===== config.mk =====
export PLATFORM = sky130hd
export DESIGN_NAME = blake_ctrl
export DESIGN_NICKNAME = d
export VERILOG_FILES = /design/src/rtl/blake_ctrl.sv
export SDC_FILE = /design/constraint.sdc
export NUM_CORES = 1
export LEC_CHECK = 0
export BUFFER_PORTS_ARGS = -buffer_cell sky130_fd_sc_hd__clkbuf_2
export CAP_MARGIN = 30
export CELL_PAD_IN_SITES_DETAIL_PLACEMENT = 0
export CELL_PAD_IN_SITES_GLOBAL_PLACEMENT = 1
export CORE_ASPECT_RATIO = 2
export CORE_MARGIN = 2
export CORE_UTILIZATION = 40
export CTS_CLUSTER_DIAMETER = 120
export DETAILED_ROUTE_END_ITERATION = 8
export GPL_TIMING_DRIVEN = 0
export PLACE_DENSITY_LB_ADDON = 0.1
export SYNTH_ARGS = -nofsm -noshare
export SYNTH_HDL_FRONTEND = slang
export SYNTH_SLANG_ARGS = --single-unit

===== constraint.sdc =====
create_clock -name clk -period 4.5 [get_ports clk]
set_input_delay 0.675 -clock clk [delete_from_list [all_inputs] [get_ports clk]]
set_output_delay 0.675 -clock clk [all_outputs]
set_load 0.01 [all_outputs]

===== src/rtl/blake_ctrl.sv =====
// Blake-512 block sequencer: message load handshake, bit counter t, and the
// init / 128-step G round / finalization enables for the compression datapath.
module blake_ctrl #(
  parameter int unsigned WORD_W = 64,
  parameter int unsigned NWORDS = 16,
  parameter int unsigned T_W    = 128,
  parameter int unsigned WDOG   = 140
) (
  input  logic              clk,
  input  logic              rst,
  input  logic              start,
  input  logic              in_valid,
  output logic              in_ready,
  input  logic [WORD_W-1:0] in_word,
  input  logic [10:0]       in_bits,
  input  logic              count_done,
  output logic              msg_we,
  output logic [3:0]        msg_widx,
  output logic              h_iv,
  output logic              init_en,
  output logic [T_W-1:0]    t_cnt,
  output logic              t_zero,
  output logic              round_ing,
  output logic              final_en,
  output logic              out_valid,
  input  logic              out_ready,
  output logic              busy,
  output logic              err
);

  localparam int unsigned WdW     = $clog2(WDOG + 1);
  localparam logic [3:0]  LastIdx = 4'(NWORDS - 1);
  localparam logic [WdW-1:0] WdLimit = WdW'(WDOG);

  typedef enum logic [2:0] {StIdle, StLoad, StInit, StRound, StFinal, StDone} state_e;

  state_e         state_q, state_d;
  logic [3:0]     widx_q, widx_d;
  logic [10:0]    bits_q, bits_d;
  logic [T_W-1:0] t_q, t_d;
  logic           first_q, first_d;
  logic           err_q, err_d;
  logic [WdW-1:0] wd_q, wd_d;

  // Word data flows straight into the datapath message register.
  logic unused_word;
  assign unused_word = ^in_word;

  always_ff @(posedge clk) begin
    if (rst) begin
      state_q <= StIdle;
      widx_q  <= '0;
      bits_q  <= '0;
      t_q     <= '0;
      first_q <= 1'b0;
      err_q   <= 1'b0;
      wd_q    <= '0;
    end else begin
      state_q <= state_d;
      widx_q  <= widx_d;
      bits_q  <= bits_d;
      t_q     <= t_d;
      first_q <= first_d;
      err_q   <= err_d;
      wd_q    <= wd_d;
    end
  end

  always_comb begin
    state_d   = state_q;
    widx_d    = widx_q;
    bits_d    = bits_q;
    t_d       = t_q;
    first_d   = first_q;
    err_d     = err_q;
    wd_d      = wd_q;
    in_ready  = 1'b0;
    msg_we    = 1'b0;
    h_iv      = 1'b0;
    init_en   = 1'b0;
    t_zero    = 1'b0;
    round_ing = 1'b0;
    final_en  = 1'b0;
    out_valid = 1'b0;
    t_cnt     = t_q;
    unique case (state_q)
      StIdle: begin
        if (start) begin
          first_d = 1'b1;
          t_d     = '0;
          err_d   = 1'b0;
          state_d = StLoad;
        end
      end
      StLoad: begin
        in_ready = 1'b1;
        if (in_valid) begin
          msg_we = 1'b1;
          if (widx_q == 4'd0) bits_d = in_bits;
          if (widx_q == LastIdx) begin
            widx_d  = 4'd0;
            state_d = StInit;
          end else begin
            widx_d = widx_q + 4'd1;
          end
        end
      end
      StInit: begin
        init_en = 1'b1;
        h_iv    = first_q;
        t_zero  = (bits_q == 11'd0);
        // Datapath samples the already-advanced t during init_en.
        t_cnt   = t_q + T_W'(bits_q);
        t_d     = t_cnt;
        first_d = 1'b0;
        wd_d    = '0;
        state_d = StRound;
      end
      StRound: begin
        if (wd_q == WdLimit) begin
          err_d   = 1'b1;
          state_d = StIdle;
        end else begin
          round_ing = 1'b1;
          wd_d      = wd_q + 1'b1;
          if (count_done) state_d = StFinal;
        end
      end
      StFinal: begin
        final_en = 1'b1;
        state_d  = StDone;
      end
      StDone: begin
        out_valid = 1'b1;
        if (out_ready) begin
          state_d = StLoad;
          if (start) begin
            first_d = 1'b1;
            t_d     = '0;
            err_d   = 1'b0;
          end
        end
      end
      default: state_d = StIdle;
    endcase
  end

  assign msg_widx = widx_q;
  assign busy     = (state_q != StIdle);
  assign err      = err_q;

endmodule

==> results of run 1 <==
-- stage by stage --
stage / power (mW) / worst slack, ns / TNS, ns
floorplan: 1.62 / 1.02 / 0
global placement: 1.80 / -0.676 / -9.30
detailed placement: 1.81 / -0.275 / -1.66
CTS: 3.28 / 0.00145 / 0
global route: 3.38 / -0.00385 / -0.00385
finish: 3.31 / -0.0137 / -0.0137
-- per-layer routing --
metal	part of all wire, %	GRT usage [%]	up-vias
li1	-	-	6191
met1	30	38.0	6653
met2	49	73.0	837
met3	7.7	14.4	406
met4	14	45.6	4
met5	0.042	0	-
-- critical path, cell delays in order, from the launching register on --
cell	delay, ns
dfxtp_1	0.55
nand3_2	0.31
or4_1	0.53
buf_2	0.23
nor4_2	0.52
nand2_1	0.39
or3_1	0.49
xnor2_1	0.19
clkbuf_2	0.16
-- state kept, by name (all words and copies together) (netlist names) --
name	cells
bits_q	11
state_q	3
wd_q	8
t_q	128
err	1
msg_widx	4
first_q	1
-- cell families (layout without fill, tap and decap cells) --
logic type	after synthesis	after routing
mux	17	17
simple gates	790	790
compound gates	332	332
fa+ha+maj	16	16
xor+xnor	134	134
other cells	0	4
flops	156	156
buf+inv	144	377
-- power by group through the flow --
stage | logic (mW) | registers [mW] | clock network (mW)
after floorplan | 0.190 | 1.43 | 0
after global routing | 0.432 | 1.41 | 1.54
after global placement | 0.363 | 1.44 | 0
final | 0.415 | 1.41 | 1.49
after detailed placement | 0.377 | 1.44 | 0
after CTS | 0.380 | 1.41 | 1.50
-- repair_timing --
item                                    in CTS  in global routing
pin swaps                                    5                  5
gates cloned                                 0                  0
gates resized for setup                     38                 27
endpoints found under the setup margin      90                 62
buffers inserted                             9                  9
-- cell type report --
type | instances | area [µm²]
tap | 356 | 445
clock inverter | 14 | 136
fill | 2997 | 14200
timing repair buffer | 206 | 1230
multi-input combinational | 1289 | 7910
antenna | 4 | 10.0
sequential | 156 | 3120
clock buffer | 18 | 429
buffer | 103 | 434
inverter | 36 | 139
-- cells in the mapped netlist, drive strengths merged, types with 4 or more instances --
cell | count | area share (%)
and2 | 19 | 1.0
nor4b | 5 | 0.61
nand3 | 108 | 4.9
or3 | 22 | 1.2
and3 | 32 | 1.8
nor3 | 60 | 2.8
clkbuf | 81 | 2.7
buf | 27 | 1.1
ha | 15 | 1.7
a311oi | 8 | 0.62
a32oi | 5 | 0.39
a2111oi | 9 | 0.93
nand2b | 13 | 0.72
or2 | 5 | 0.30
a21o | 13 | 0.86
a211oi | 13 | 0.95
a41oi | 5 | 0.39
a31oi | 32 | 1.8
xnor2 | 89 | 6.9
mux2i | 13 | 1.1
and4 | 14 | 1.1
a221oi | 4 | 0.31
o211ai | 24 | 1.6
xor2 | 45 | 3.5
o31ai | 12 | 0.79
mux2 | 4 | 0.43
nor2b | 7 | 0.39
inv | 36 | 1.2
o21ai | 94 | 4.2
or4 | 20 | 1.3
nor4 | 31 | 2.0
nand4 | 65 | 3.8
dfxtp | 156 | 28
a21oi | 83 | 3.7
nor3b | 6 | 0.40
o21a | 4 | 0.26
nor2 | 138 | 4.6
nand2 | 241 | 8.0
-- final timing paths --
check	startpoint	end	slack [ns]	depth (start not counted)
worst max-delay path	t_q[74]$_SDFFE_PP0P_	t_cnt[106]	-0.01	8
worst min-delay path	in_bits[2]	bits_q[2]$_SDFFE_PP0P_	0.44	3
worst max register to register	state_q[1]$_SDFFE_PP0P_	t_q[83]$_SDFFE_PP0P_	0.19	10
worst min register to register	t_q[3]$_SDFFE_PP0P_	t_q[3]$_SDFFE_PP0P_	0.48	2
==> results.toml, run 1 <==
[worst_setup_path]
required_ns = 3.83
endpoint_kind = "primary output"
worstPathArrival_ns = 3.84
cp_max_fo = 6
start_kind = "flop"
worstSetupPathType = "flop to primary output"

[clocking]
cts_buffer_depth = 2
cts-buffers-inserted = 17
cts_hold_buf = 0
h-tree-depth = 4
cts_num_sinks = 156
cts_tree = "built"
insertion_delay_ns = 0.47
root_buffer = "clkbuf_16"
cts.reportedPaths.clkPinSlew_ns = 0.07

[power]
internal-power_mw = 2.27
clkPwrFrac_pct = 45.0
power_density_nw_per_um2 = 239
netSwitchingFraction_pct = 31.3
power.leakage_nw = 5.30
power_frac_seq_pct = 42.5
ir_worst_vdd_v = 0.000288
power.share.combinational_pct = 12.5
switchingPower_mw = 1.04

[outcome]
status = "finished with violations"
violations = "setup timing"

[routing]
avgRoutedWirePerCell_um = 29.5
antenna_left = 0
drc = 0
vias_per_cell = 6.46
vias = 14100
postRouteWirelength_um = 64300
drt_iter0_drc = 1256
firstDrtPassIters = 8

[synthesis]
syn_area_um2 = 11300
synth-async-reset-ratio_pct = 0
synth-seq-cells = 156
muxShareOfSynthArea_pct = 1.58
synth_top_family_by_area = "simple AND/OR/NAND/NOR gates"
avgSynthCellArea_um2 = 7.13
syn_inst = 1589
ys_seq_area_share_pct = 27.6
synthFlopType = "dfxtp_1"
yosys.area_share.adder_pct = 1.83
synth_edf_count = 0
syn_nets = 1686
synthSimpleGateAreaFrac_pct = 35.1
synth-warning-count = 0
synth-compound-area-share_pct = 18.6
synth_cell_type_count = 72
synth_xor_area_share_pct = 10.4

[sta]
slew_headroom_pct = 27.0
worst_hold_slack_ns = 0.442
grt_setup_unrepaired = "true"
min_period_ns = 4.51
fmax_ghz = 0.222
finalWorstSetupSlack_ns = -0.0137
period_share_pct = 100
maxSlewViolCount = 0
fin_skew_ns = 0.0105
finalHoldViolations = 0
worst_pin_slew_ns = 1.10
setup_viol = 1

[grt]
grt_pass1_wl_um = 91300
grt.total_usage_pct = 43.5
antenna_found_initial = 5
grt_remaining_overflow = 0
grt_max_degree = 17
grt_pass1_vias = 13500

[cells_and_area]
mostFrequentLayoutCells = "nand2_1, clkbuf_2, dfxtp_1"
postLayoutCellArea_um2 = 13900
instances_no_fill = 2182
final_common_cell = "nand2_1"
utilization_pct = 49.4
nNetsFinal = 1906
drive_gt1_share_pct = 17.8
area_growth_pct = 22.3

[die]
die_y_um = 242
die-area_um2 = 29800
start_util_pct = 40.4
rows = 87
die_x_um = 123
ios = 223
core_um2 = 28100

[placement]
placed_area_um2 = 12700
dp_hpwl_um = 49000
gp_congestion = 1.05
place_inst = 2121
io_buffers = 158

[hold_path]
hold_class = "primary input to flop"

[run]
drv_cap = 0
Power figures use the tool's default switching activity.
==> inputs of run 2 (changes only) <==
Settings changed: BUFFER_PORTS_ARGS -buffer_cell sky130_fd_sc_hd__clkbuf_2 to -buffer_cell sky130_fd_sc_hd__buf_4, CORE_MARGIN 2 to default, RECOVER_POWER from default to 50.
==> run 2 against run 1 <==
Effect of this change: the run still ends with setup timing left; worst setup slack lost 0.24 ns; register-to-register slack gained 0.10 ns; via count shrank 1.3%; routed wire length shrank 1.8%; sequential power is essentially flat; flip-flop and latch count is the same; global-route usage grew 0.87 points; hold slack lost 0.0055 ns; critical path depth grew 1; critical path type unchanged; largest power group unchanged.
==> results.toml, run 2 (same netlist as run 1, synthesis figures left out) <==
[outcome]
violations = "setup timing"
status = "finished with violations"

[sta]
fmax_ghz = 0.210
fin_skew_ns = 0.00994
worst_pin_slew_ns = 1.13
setup_viol = 10
period_share_pct = 106
min_period_ns = 4.75
maxSlewViolCount = 0
slew_headroom_pct = 24.5
finalHoldViolations = 0
grt_setup_unrepaired = "true"
finalWorstSetupSlack_ns = -0.254

[die]
ios = 223
die-area_um2 = 29100
die_x_um = 121
core_um2 = 27700
start_util_pct = 41.0
rows = 86
die_y_um = 240

[routing]
vias_per_cell = 6.43
vias = 13900
drt_iter0_drc = 1303
antenna_left = 0
firstDrtPassIters = 7
postRouteWirelength_um = 63100
avgRoutedWirePerCell_um = 29.2
drc = 0

[cells_and_area]
utilization_pct = 51.1
regMostFlops = "t_q"
register_area_um2 = 3120
largest_reg_flops = 128
final_common_cell = "nand2_1"
nNetsFinal = 1893
area_growth_pct = 24.8
drive_gt1_share_pct = 16.6
reg_top3 = "t_q x128, bits_q x11, wd_q x8"
mostFrequentLayoutCells = "nand2_1, buf_4, dfxtp_1"
fill_cells = 2876
multi_input_area_um2 = 7990

[clocking]
cts_num_sinks = 156
insertion_delay_ns = 0.46
cts-buffers-inserted = 17
cts_hold_buf = 0
cts.reportedPaths.clkPinSlew_ns = 0.07
root_buffer = "clkbuf_16"
cts_tree = "built"
cts_buffer_depth = 2
h-tree-depth = 4

[grt]
antenna_found_initial = 5
grt_remaining_overflow = 0
grt.total_usage_pct = 44.4
grt_pass1_vias = 13400
grt_max_degree = 17
grt_pass1_wl_um = 90600

[placement]
post-place-ws_ns = -0.368
io_buffers = 158
gp_congestion = 1.03
dp_hpwl_um = 48100

[worst_setup_path]
endpoint_kind = "primary output"
cp_max_fo = 6
worstPathArrival_ns = 4.08
required_ns = 3.83
start_kind = "flop"
worstSetupPathType = "flop to primary output"

[power]
power.leakage_nw = 5.38
ir_worst_vdd_v = 0.000287
power_density_nw_per_um2 = 233

[run]
drv_cap = 0

[hold_path]
hold_class = "primary input to flop"
[run 2: worst paths after layout]
check	startpoint	to	slack, ns	cells past startpoint
max reg2reg	state_q[1]$_SDFFE_PP0P_	t_q[91]$_SDFFE_PP0P_	0.29	9
min reg2reg	t_q[3]$_SDFFE_PP0P_	t_q[3]$_SDFFE_PP0P_	0.48	2
max	t_q[59]$_SDFFE_PP0P_	t_cnt[123]	-0.25	9
min	in_bits[4]	bits_q[4]$_SDFFE_PP0P_	0.44	3
[run 2: layout make-up]
class	instances	area share, %
Antenna cell	3	0.0531
Buffer	105	3.12
Clock buffer	18	3.04
Clock inverter	14	0.965
Inverter	36	0.956
Multi-Input combinational cell	1289	56.5
Sequential cell	156	22.1
Tap cell	352	3.11
Timing Repair Buffer	191	10.2
[run 2: per-layer routing]
layer / GRT usage (%) / part of all wire [%] / vias to the layer above
li1: - / - / 6169
met1: 39.1 / 30 / 6604
met2: 75.9 / 50 / 767
met3: 14.5 / 7.7 / 362
met4: 46.4 / 12 / 4
met5: 0 / 0.038 / -
[run 2: power by group]
group / internal (mW) / switching, mW / leakage (nW)
registers: 1.39 / 0.0134 / 1.26
logic: 0.108 / 0.299 / 3.85
clock network: 0.773 / 0.713 / 0.274
total: 2.27 / 1.03 / 5.38
[run 2: worst max-delay path, stage by stage, from the launching register on]
cell       delay [ns]
dfxtp_1          0.49
nand2_1          0.40
nor4_4           0.77
nand3_1          0.32
a2111oi_4        0.58
buf_2            0.31
nand4_1          0.26
nor2_1           0.20
xnor2_1          0.14
buf_4            0.14
[run 2: per-stage QoR]
step	setup TNS, ns	cells	hold WS (ns)	instance area, µm²	total power [mW]
floorplan	0	1589	0.432	11300	1.62
global placement	-8.61	2099	0.447	13000	1.81
detailed placement	-0.368	2116	0.463	13100	1.82
CTS	-0.0814	2150	0.434	13800	3.28
global route	-0.806	2161	0.463	14100	3.37
finish	-0.647	2164	0.437	14100	3.30
[run 2: repair_timing]
item | in CTS | in global routing
setup buffers | 2 | 7
resized for setup | 30 | 57
endpoints found under the setup margin | 79 | 83
pin swaps | 2 | 4
==> inputs of run 3 (changes only) <==
Settings changed: BUFFER_PORTS_ARGS -buffer_cell sky130_fd_sc_hd__buf_4 to -buffer_cell sky130_fd_sc_hd__buf_2, CORE_UTILIZATION 40 to 44.
Clock period 4.5 ns to 5.55 ns, I/O delays scaled along.
==> run 3 against run 2 <==
Effect of this change: combinational power decreased by 20%; critical endpoint is now t_cnt[121]; the run ends with capacitance limit, setup timing left; sequential power decreased by 19%; register-to-register slack improved by 0.93 ns; worst setup slack improved by 0.25 ns; hold slack improved by 0.046 ns; global-route usage increased by 3.9 points; routed wire length decreased by 1.1%.
==> results.toml, run 3 (same netlist as run 1, synthesis figures left out) <==
[routing]
drc = 0
vias_per_cell = 6.49
drt_iter0_drc = 1387
postRouteWirelength_um = 62400
firstDrtPassIters = 8
antenna_left = 0
vias = 13900
avgRoutedWirePerCell_um = 29.0

[grt]
grt_remaining_overflow = 0
antenna_found_initial = 2
grt.total_usage_pct = 48.3
grt_pass1_vias = 13400
grt_pass1_wl_um = 89000
grt_max_degree = 17

[power]
power_mw = 2.70
power_density_nw_per_um2 = 202
switchingPower_mw = 0.825
internal-power_mw = 1.88
clkPwrFrac_pct = 45.8
power.share.combinational_pct = 12.0
ir_worst_vdd_v = 0.000229
power_frac_seq_pct = 42.2
netSwitchingFraction_pct = 30.5
power.leakage_nw = 5.13

[die]
die_x_um = 115
rows = 82
die_y_um = 229
core_um2 = 25100
ios = 223
start_util_pct = 45.1
die-area_um2 = 26400

[sta]
fmax_ghz = 0.180
setup_viol = 2
grt_setup_unrepaired = "false"
finalHoldViolations = 0
worst_pin_slew_ns = 1.44
finalWorstSetupSlack_ns = -0.00508
slew_headroom_pct = 1.32
fin_skew_ns = 0.00960
min_period_ns = 5.56
period_share_pct = 100
maxSlewViolCount = 0

[worst_setup_path]
slowest_stage = "nor4b_2"
start_kind = "flop"
crit_path_max_incr_delay_ns = 0.90
worstPathArrival_ns = 4.72
r2r_slack_ns = 1.22
worstSetupPathType = "flop to primary output"
crit_family = "simple AND/OR/NAND/NOR gates"
required_ns = 4.72
cp_max_fo = 7
r2r-start = "t_q[73]$_SDFFE_PP0P_"
cp_cell_sequence = "and2_0 > nor4b_2 > nand4_1 > a211oi_1 > clkbuf_1 > nand2_1 > nor3_1 > xor2_1 > buf_2"
endpoint_kind = "primary output"
timing.rr.end = "t_q[105]$_SDFFE_PP0P_"
reg2reg_depth = 8
cp_num_buf_inv = 2

[clocking]
insertion_delay_ns = 0.47
root_buffer = "clkbuf_16"
h-tree-depth = 4
cts_tree = "built"
cts_buffer_depth = 2
cts-buffers-inserted = 17
cts_setup_buffers = 0
cts.reportedPaths.clkPinSlew_ns = 0.07
cts_num_sinks = 156

[placement]
dp_hpwl_um = 46500
place_inst = 2097
io_buffers = 158
gp_congestion = 1.06

[hold_path]
hp-start = "t_q[5]$_SDFFE_PP0P_"
hold_class = "flop to flop"
whs_path_depth = 2
hold-path-endpoint = "t_q[5]$_SDFFE_PP0P_"

[cells_and_area]
instances_no_fill = 2149
regMostFlops = "t_q"
area_growth_pct = 18.1
drive_gt1_share_pct = 13.7
mostFrequentLayoutCells = "nand2_1, buf_2, dfxtp_1"
final_common_cell = "nand2_1"
largest_reg_flops = 128
reg_top3 = "t_q x128, bits_q x11, wd_q x8"
nNetsFinal = 1893
fill_cells = 2622

[outcome]
violations = "capacitance limit, setup timing"
status = "finished with violations"

[run]
drv_cap = 1
run 3: how the worst max path moves through the flow:
| stage | startpoint | to | depth (start not counted) |
|---|---|---|---|
| after global routing | t_q[100]$_SDFFE_PP0P_ | t_cnt[114] | 8 |
| after CTS | t_q[41]$_SDFFE_PP0P_ | t_cnt[122] | 10 |
| after detailed placement | t_q[41]$_SDFFE_PP0P_ | t_cnt[122] | 10 |
| after global placement | bits_q[0]$_SDFFE_PP0P_ | t_cnt[76] | 12 |
| after floorplan | bits_q[0]$_SDFFE_PP0P_ | t_cnt[76] | 11 |
| final | t_q[73]$_SDFFE_PP0P_ | t_cnt[121] | 9 |
run 3: what timing repair did:
item | CTS | global route
gates resized for setup | 1 | 0
endpoints found under the setup margin | 1 | 0
hold buffers | 0 | 0
run 3: through the flow:
stage	hold slack [ns]	utilization, %	setup TNS, ns	instance area (µm²)	worst slack, ns
floorplan	0.432	-	0	11300	1.91
global placement	0.449	49.9	0	12500	0.318
detailed placement	0.456	50.3	0	12600	0.502
CTS	0.474	52.7	0	13200	0.314
global route	0.492	53.2	0	13400	0.0749
finish	0.483	53.2	-0.00789	13400	-0.00508
run 3: final cells by class:
class / count / area (µm²) / area share (%)
clock buffers: 17 / 425 / 3.18
diodes: 4 / 10.0 / 0.0748
plain buffers: 108 / 427 / 3.19
repair buffers: 188 / 1040 / 7.79
clock inverters: 15 / 161 / 1.21
multi-input cells: 1289 / 7640 / 57.1
inverters: 36 / 135 / 1.01
flip-flops and latches: 156 / 3120 / 23.3
well taps: 336 / 420 / 3.14
run 3: worst min-delay path, cell delays in order, from the launching register on:
cell and delay [ns]:
dfxtp_1 0.33, nand2_1 0.06, a21oi_1 0.05
run 3: metal layers:
metal | global-route usage [%] | wire length, µm
met1 | 41.8 | 18600
met3 | 19.3 | 5800
met5 | 0 | 12
met4 | 52.9 | 7810
met2 | 78.8 | 30100
run 3: power groups by stage:
stage	Clock (mW)	Sequential (mW)	Combinational, mW
5_1_grt	1.27	1.14	0.336
2_1_floorplan	0	1.16	0.154
6_report	1.24	1.14	0.325
3_3_place_gp	0	1.17	0.287
3_5_place_dp	0	1.17	0.294
4_1_cts	1.23	1.14	0.295
